File: src/rtl/err_logger_pkg.sv
// Shared types and helpers for the AXI response error logger.
package err_logger_pkg;

  localparam int unsigned RESP_ERR_BIT = 1;
  localparam int unsigned DefNumPorts  = 5;
  localparam int unsigned DefIdWidth   = 5;

  function automatic int unsigned port_idx_w(input int unsigned num_ports);
    return (num_ports > 1) ? $clog2(num_ports) : 1;
  endfunction

  // Log entry layout for the default configuration, MSB first.
  typedef struct packed {
    logic [port_idx_w(DefNumPorts)-1:0] port_idx;
    logic                               is_write;
    logic [DefIdWidth-1:0]              id;
    logic [1:0]                         resp;
  } err_entry_t;

endpackage

File: src/rtl/err_log_fifo.sv
// Error-log FIFO; registered head, a push into a full FIFO succeeds only with a concurrent pop.
module err_log_fifo #(
  parameter int unsigned Width = 8,
  parameter int unsigned Depth = 8
) (
  input  logic             clk_i,
  input  logic             rst_ni,
  input  logic             clear_i,
  input  logic             push_i,
  input  logic             pop_i,
  input  logic [Width-1:0] data_i,
  output logic [Width-1:0] data_o,
  output logic             full_o,
  output logic             empty_o
);

  localparam int unsigned AddrW = $clog2(Depth);

  logic [Width-1:0] mem_q [Depth];
  logic [AddrW-1:0] wr_ptr_q, rd_ptr_q;
  logic [AddrW:0]   cnt_q;
  logic             push_ok, pop_ok;

  assign full_o  = (cnt_q == (AddrW+1)'(Depth));
  assign empty_o = (cnt_q == '0);
  assign pop_ok  = pop_i & ~empty_o & ~clear_i;
  assign push_ok = push_i & ~clear_i & (~full_o | pop_ok);
  // Storage is not reset, so mask the head while empty.
  assign data_o  = empty_o ? '0 : mem_q[rd_ptr_q];

  always_ff @(posedge clk_i or negedge rst_ni) begin
    if (!rst_ni) begin
      wr_ptr_q <= '0;
      rd_ptr_q <= '0;
      cnt_q    <= '0;
    end else if (clear_i) begin
      wr_ptr_q <= '0;
      rd_ptr_q <= '0;
      cnt_q    <= '0;
    end else begin
      if (push_ok) wr_ptr_q <= wr_ptr_q + 1'b1;
      if (pop_ok)  rd_ptr_q <= rd_ptr_q + 1'b1;
      if (push_ok && !pop_ok)      cnt_q <= cnt_q + 1'b1;
      else if (pop_ok && !push_ok) cnt_q <= cnt_q - 1'b1;
    end
  end

  always_ff @(posedge clk_i) begin
    if (push_ok) mem_q[wr_ptr_q] <= data_i;
  end

endmodule

File: src/rtl/axi_resp_err_logger.sv
// Passive AXI R/B error monitor: per-port saturating counters, round-robin logging into a FIFO.
module axi_resp_err_logger
  import err_logger_pkg::*;
#(
  parameter int unsigned NumPorts   = 5,
  parameter int unsigned IdWidth    = 5,
  parameter int unsigned CntWidth   = 16,
  parameter int unsigned FifoDepth  = 8,
  localparam int unsigned PortIdxW   = port_idx_w(NumPorts),
  localparam int unsigned EntryWidth = PortIdxW + 1 + IdWidth + 2
) (
  input  logic                         clk_i,
  input  logic                         rst_ni,
  input  logic [NumPorts-1:0]          r_valid_i,
  input  logic [NumPorts-1:0]          r_ready_i,
  input  logic [NumPorts*2-1:0]        r_resp_i,
  input  logic [NumPorts*IdWidth-1:0]  r_id_i,
  input  logic [NumPorts-1:0]          b_valid_i,
  input  logic [NumPorts-1:0]          b_ready_i,
  input  logic [NumPorts*2-1:0]        b_resp_i,
  input  logic [NumPorts*IdWidth-1:0]  b_id_i,
  input  logic                         clear_i,
  input  logic                         irq_en_i,
  output logic [NumPorts*CntWidth-1:0] r_err_cnt_o,
  output logic [NumPorts*CntWidth-1:0] b_err_cnt_o,
  output logic                         log_valid_o,
  input  logic                         log_ready_i,
  output logic [EntryWidth-1:0]        log_entry_o,
  output logic [CntWidth-1:0]          dropped_cnt_o,
  output logic                         overflow_o,
  output logic                         irq_o
);

  localparam int unsigned NumSrc = 2 * NumPorts;
  localparam int unsigned SrcW   = $clog2(NumSrc);
  localparam int unsigned SumW   = CntWidth + SrcW + 1;
  localparam logic [CntWidth-1:0] CntMax = '1;

  typedef struct packed {
    logic [PortIdxW-1:0] port_idx;
    logic                is_write;
    logic [IdWidth-1:0]  id;
    logic [1:0]          resp;
  } entry_t;

  logic [NumSrc-1:0]   ev;
  logic                gnt_valid;
  logic [SrcW-1:0]     gnt_idx;
  logic [SrcW-1:0]     rr_q, rr_d;
  logic [SrcW:0]       n_ev, n_drop;
  logic                fifo_full, fifo_empty, pop, pushed;
  entry_t              entry;
  logic [EntryWidth-1:0] head;
  logic [CntWidth-1:0] r_cnt_q [NumPorts];
  logic [CntWidth-1:0] b_cnt_q [NumPorts];
  logic [CntWidth-1:0] dropped_q, dropped_d;
  logic [SumW-1:0]     drop_sum;
  logic                overflow_q;

  // Source index 2*p is the R channel of port p, 2*p+1 the B channel.
  always_comb begin
    ev = '0;
    for (int p = 0; p < NumPorts; p++) begin
      ev[2*p]   = r_valid_i[p] & r_ready_i[p] & r_resp_i[2*p+RESP_ERR_BIT];
      ev[2*p+1] = b_valid_i[p] & b_ready_i[p] & b_resp_i[2*p+RESP_ERR_BIT];
    end
  end

  always_comb begin
    int idx;
    idx       = 0;
    gnt_valid = 1'b0;
    gnt_idx   = '0;
    n_ev      = '0;
    for (int k = 0; k < NumSrc; k++) begin
      idx = int'(rr_q) + k;
      if (idx >= int'(NumSrc)) idx = idx - int'(NumSrc);
      if (ev[idx] && !gnt_valid) begin
        gnt_valid = 1'b1;
        gnt_idx   = SrcW'(idx);
      end
      n_ev = n_ev + (SrcW+1)'(ev[k]);
    end
  end

  always_comb begin
    entry = '0;
    for (int s = 0; s < NumSrc; s++) begin
      if (gnt_idx == SrcW'(s)) begin
        entry.port_idx = PortIdxW'(s / 2);
        entry.is_write = (s % 2 == 1);
        if (s % 2 == 0) begin
          entry.id   = r_id_i[(s/2)*IdWidth +: IdWidth];
          entry.resp = r_resp_i[s +: 2];
        end else begin
          entry.id   = b_id_i[(s/2)*IdWidth +: IdWidth];
          entry.resp = b_resp_i[(s-1) +: 2];
        end
      end
    end
  end

  assign pop       = ~fifo_empty & log_ready_i & ~clear_i;
  assign pushed    = gnt_valid & ~clear_i & (~fifo_full | pop);
  assign n_drop    = n_ev - (SrcW+1)'(pushed);
  assign drop_sum  = SumW'(dropped_q) + SumW'(n_drop);
  assign dropped_d = (drop_sum > SumW'(CntMax)) ? CntMax : drop_sum[CntWidth-1:0];

  always_comb begin
    rr_d = rr_q;
    if (gnt_valid) rr_d = (gnt_idx == SrcW'(NumSrc - 1)) ? '0 : gnt_idx + 1'b1;
  end

  always_ff @(posedge clk_i or negedge rst_ni) begin
    if (!rst_ni) begin
      rr_q       <= '0;
      dropped_q  <= '0;
      overflow_q <= 1'b0;
      for (int p = 0; p < NumPorts; p++) begin
        r_cnt_q[p] <= '0;
        b_cnt_q[p] <= '0;
      end
    end else if (clear_i) begin
      rr_q       <= '0;
      dropped_q  <= '0;
      overflow_q <= 1'b0;
      for (int p = 0; p < NumPorts; p++) begin
        r_cnt_q[p] <= '0;
        b_cnt_q[p] <= '0;
      end
    end else begin
      rr_q      <= rr_d;
      dropped_q <= dropped_d;
      if (n_drop != '0) overflow_q <= 1'b1;
      for (int p = 0; p < NumPorts; p++) begin
        if (ev[2*p] && r_cnt_q[p] != CntMax)   r_cnt_q[p] <= r_cnt_q[p] + 1'b1;
        if (ev[2*p+1] && b_cnt_q[p] != CntMax) b_cnt_q[p] <= b_cnt_q[p] + 1'b1;
      end
    end
  end

  err_log_fifo #(
    .Width (EntryWidth),
    .Depth (FifoDepth)
  ) u_fifo (
    .clk_i   (clk_i),
    .rst_ni  (rst_ni),
    .clear_i (clear_i),
    .push_i  (pushed),
    .pop_i   (pop),
    .data_i  (entry),
    .data_o  (head),
    .full_o  (fifo_full),
    .empty_o (fifo_empty)
  );

  always_comb begin
    r_err_cnt_o = '0;
    b_err_cnt_o = '0;
    for (int p = 0; p < NumPorts; p++) begin
      r_err_cnt_o[p*CntWidth +: CntWidth] = r_cnt_q[p];
      b_err_cnt_o[p*CntWidth +: CntWidth] = b_cnt_q[p];
    end
  end

  assign log_valid_o   = ~fifo_empty;
  assign log_entry_o   = head;
  assign irq_o         = irq_en_i & ~fifo_empty;
  assign dropped_cnt_o = dropped_q;
  assign overflow_o    = overflow_q;

endmodule

File: config.mk
export PLATFORM = sky130hd
export DESIGN_NAME = axi_resp_err_logger
export DESIGN_NICKNAME = d
export VERILOG_FILES = /design/src/rtl/err_logger_pkg.sv /design/src/rtl/err_log_fifo.sv /design/src/rtl/axi_resp_err_logger.sv
export SDC_FILE = /design/constraint.sdc
export NUM_CORES = 1
export LEC_CHECK = 0
export ABC_AREA = 1
export BUFFER_PORTS_ARGS = -buffer_cell sky130_fd_sc_hd__buf_4
export CAP_MARGIN = 10
export CORE_MARGIN = 1.5
export CORE_UTILIZATION = 45
export CTS_CLUSTER_SIZE = 8
export DETAILED_ROUTE_END_ITERATION = 10
export GPL_ROUTABILITY_DRIVEN = 0
export PLACE_DENSITY = 0.64
export SLEW_MARGIN = 20
export SYNTH_ARGS = -nofsm -noshare
export SYNTH_HDL_FRONTEND = slang
export SYNTH_SLANG_ARGS = --single-unit
File: constraint.sdc
create_clock -name clk_i -period 23.6 [get_ports clk_i]
set_input_delay 2.36 -clock clk_i [delete_from_list [all_inputs] [get_ports clk_i]]
set_output_delay 2.36 -clock clk_i [all_outputs]
set_load 0.1 [all_outputs]
==> flow_summary.json <==
{
  "run_status": "completed",
  "seq_area_frac_synth_pct": 45.0,
  "critPathMaxFanout": 12,
  "rows": 69,
  "min_path_type": "reg -> reg",
  "synth_edf_count": 88,
  "post_cts_buffers": 0,
  "cts_resized": 0,
  "nNetsFinal": 2543,
  "cp_slowest_stage_delay_ps": 530,
  "cts.sinks": 279,
  "chipWidth_um": 195,
  "syn-cell-area_mm2": 0.0165,
  "start_util_pct": 46.1,
  "drt-total-wl_mm": 47.9,
  "ys.flop_type": "dfrtp_1",
  "grt_start_max_net_pins": 79,
  "via_per_inst": 5.35,
  "wl_per_cell_um": 16.7,
  "core_area_mm2": 0.0358,
  "slew_violations": 0,
  "cp_top_family": "adder cells",
  "post-place-ws_ps": 13990,
  "overflow": 0,
  "async_flop_share_pct": 68.5,
  "crit_arrival_ps": 9530,
  "port_buffers": 284,
  "reg2reg_from": "rr_q[0]$_DFFE_PN0P_",
  "ys_seq_elements": 279,
  "cp-startpoint": "b_valid_i[1]",
  "final_cells": 2870,
  "place_area_mm2": 0.0191,
  "hold_viol": 0,
  "postLayoutCellArea_mm2": 0.0202,
  "diodes": 0,
  "path_depth": 36,
  "cts_tree": "yes",
  "hp-start": "r_err_cnt_o[51]$_DFFE_PN0P_",
  "end_kind": "flip-flop",
  "grt.total_usage_pct": 25.3,
  "dp_cells": 2813,
  "clk_latency_ps": 530,
  "cts_buffers": 40,
  "vdd_drop_max_uv": 94.1,
  "vias": 15400,
  "crit_path_top_delay_cell": "fa_1",
  "die_y_um": 195,
  "fmax_mhz": 110,
  "tightest_slew_ps": 1070,
  "path_buf_inv": 6,
  "root_buffer": "clkbuf_16",
  "period_share_pct": 38.5,
  "syn_avg_cell_area_um2": 7.83,
  "max-cap-violations": 0,
  "ant_nets": 0,
  "setup_viol": 0,
  "p_per_area_mw_per_mm2": 150,
  "leakage_nw": 9.12,
  "fin_skew_ps": 13.7,
  "first_pass_iters": 6,
  "initialDrtViolationCount": 1014,
  "critPathKind": "in -> reg",
  "die-area_mm2": 0.0378,
  "required_ps": 24040,
  "fin_tns_setup_ps": 0,
  "syn_inst": 2109,
  "utilization_pct": 56.3,
  "dpl.hpwl_mm": 35.2,
  "io_pins": 285,
  "fin_ws_ps": 14510,
  "cts_buffer_depth": 3,
  "synthDistinctLibCells": 62,
  "drc_errors": 0,
  "fin_crit_ps": 9090,
  "relSlewSlack_pct": 28.5,
  "grt_pass1_vias": 14900,
  "yosys_warnings": 0,
  "layout-drive-gt1-share_pct": 17.1,
  "syn-num-nets": 2258,
  "rsz0062_at_grt": "false",
  "worst_setup_path_start_kind": "input pin",
  "syn_to_final_growth_pct": 22.2,
  "hold_depth": 1,
  "grt_first_pass_wirelength_mm": 77.6,
  "fillers": 3347,
  "ff2ff_path_depth": 38,
  "rrSetupSlack_ps": 14950,
  "clk_pin_slew_ps": 60,
  "ctsHtreeMaxLevel": 2,
  "antenna_found_initial": 0,
  "cts_hold_buf": 0
}
==> per-stage QoR <==
step | hold slack, ps | power [mW]
final | 478 | 3.03
after floorplan | 515 | 2.04
after detailed placement | 475 | 2.51
after CTS | 484 | 3.04
after global routing | 505 | 3.25
after global placement | 466 | 2.47
==> sequential cells by signal (all words and copies together), names as in the netlist <==
signal,cells
u_fifo.wr_ptr_q,3
u_fifo.cnt_q,4
u_fifo.mem_q,88
u_fifo.rd_ptr_q,3
overflow_o,1
rr_q,4
r_err_cnt_o,80
b_err_cnt_o,80
dropped_cnt_o,16
==> metal layers <==
metal | wire (µm) | vias up | GRT usage, % | share of wire (%)
met5 | 0 | - | 0 | 0
met4 | 1520 | 0 | 9.11 | 3.2
met3 | 4410 | 86 | 7.84 | 9.2
met2 | 21300 | 528 | 39.6 | 44
met1 | 20700 | 7120 | 33.0 | 43
li1 | - | 7632 | - | -
==> path summary, 6_finish.rpt <==
check | to
min in group asynchronous | b_err_cnt_o[66]$_DFFE_PN0P_
setup / recovery | dropped_cnt_o[11]$_DFF_PN0_
hold reg to reg | r_err_cnt_o[52]$_DFFE_PN0P_
hold / removal | r_err_cnt_o[52]$_DFFE_PN0P_
max in group asynchronous | r_err_cnt_o[67]$_DFFE_PN0P_
setup reg to reg | dropped_cnt_o[11]$_DFF_PN0_
==> Yosys cell counts (4+ instances only) <==
| cell | count | area [µm²] |
|---|---|---|
| nor2_1 | 267 | 1000 |
| nand2_4 | 4 | 45.0 |
| dfrtp_1 | 191 | 4780 |
| inv_1 | 283 | 1060 |
| a31oi_1 | 30 | 188 |
| clkbuf_1 | 31 | 116 |
| nor3b_1 | 6 | 45.0 |
| edfxtp_1 | 88 | 2640 |
| ha_1 | 46 | 576 |
| o21a_1 | 9 | 67.6 |
| xnor2_1 | 11 | 96.3 |
| a21oi_1 | 105 | 526 |
| a211oi_1 | 17 | 128 |
| fa_1 | 8 | 160 |
| nor2_4 | 4 | 45.0 |
| inv_2 | 19 | 71.3 |
| buf_1 | 7 | 26.3 |
| nor3_1 | 71 | 355 |
| xor2_1 | 12 | 105 |
| nand2_2 | 13 | 81.3 |
| nand2_1 | 400 | 1500 |
| o22ai_1 | 16 | 100 |
| o21ai_0 | 164 | 821 |
| o21ai_1 | 16 | 80.1 |
| nor4_1 | 21 | 131 |
| nand4_1 | 36 | 225 |
| buf_4 | 6 | 45.0 |
| a221oi_1 | 8 | 70.1 |
| nor2_2 | 4 | 25.0 |
| o211ai_1 | 5 | 37.5 |
| nand3_2 | 9 | 90.1 |
| nand3_1 | 150 | 751 |
==> layout by cell type, fill, tap and decap left out, types with 36 or more instances in the layout <==
cell type | Yosys | layout
nand2_1 | 400 | 400
buf_4 | 6 | 289
inv_1 | 283 | 283
nor2_1 | 267 | 262
dfrtp_1 | 191 | 191
o21ai_0 | 164 | 164
nand3_1 | 150 | 150
a21oi_1 | 105 | 104
edfxtp_1 | 88 | 88
nor3_1 | 71 | 71
ha_1 | 46 | 46
clkbuf_16 | 0 | 40
nand4_1 | 36 | 36
==> worst reg2reg max path, delay by kind of cell, from the launching register on <==
kind            cells  cell delay [ps]
compound gates      6             1250
flops               1              310
buf+inv             8             1120
xor+xnor            1              180
fa+ha+maj           9             3640
simple gates       14             2070
==> where the power goes <==
group	switching, mW	leakage [nW]	internal, mW	total [mW]
combinational	1.28	5.15	0.421	1.70
sequential	0.0279	3.44	0.784	0.812
clock	0.209	0.531	0.309	0.518
total	1.52	9.12	1.51	3.03
==> logic make-up (layout without fill, tap and decap cells) <==
kind of cell / Yosys count / count (layout) / synth area share [%]
simple gates: 1007 / 1007 / 27.5
compound gates: 391 / 391 / 13.5
buf+inv: 354 / 654 / 8.33
flops: 279 / 279 / 45.0
fa+ha+maj: 54 / 54 / 4.46
xor+xnor: 24 / 24 / 1.32
==> area by class of cell <==
cell class                 count  area, µm²  area share (%)
multi-input combinational   1476       7720            38.3
clock inverter                 3       45.0           0.223
sequential                   279       7420            36.8
clock buffer                  54       1050            5.22
timing repair buffer         290       2180            10.8
inverter                     307       1160            5.76
tap                          461        577            2.86
Note: power is estimated with default switching activity, not from simulation.
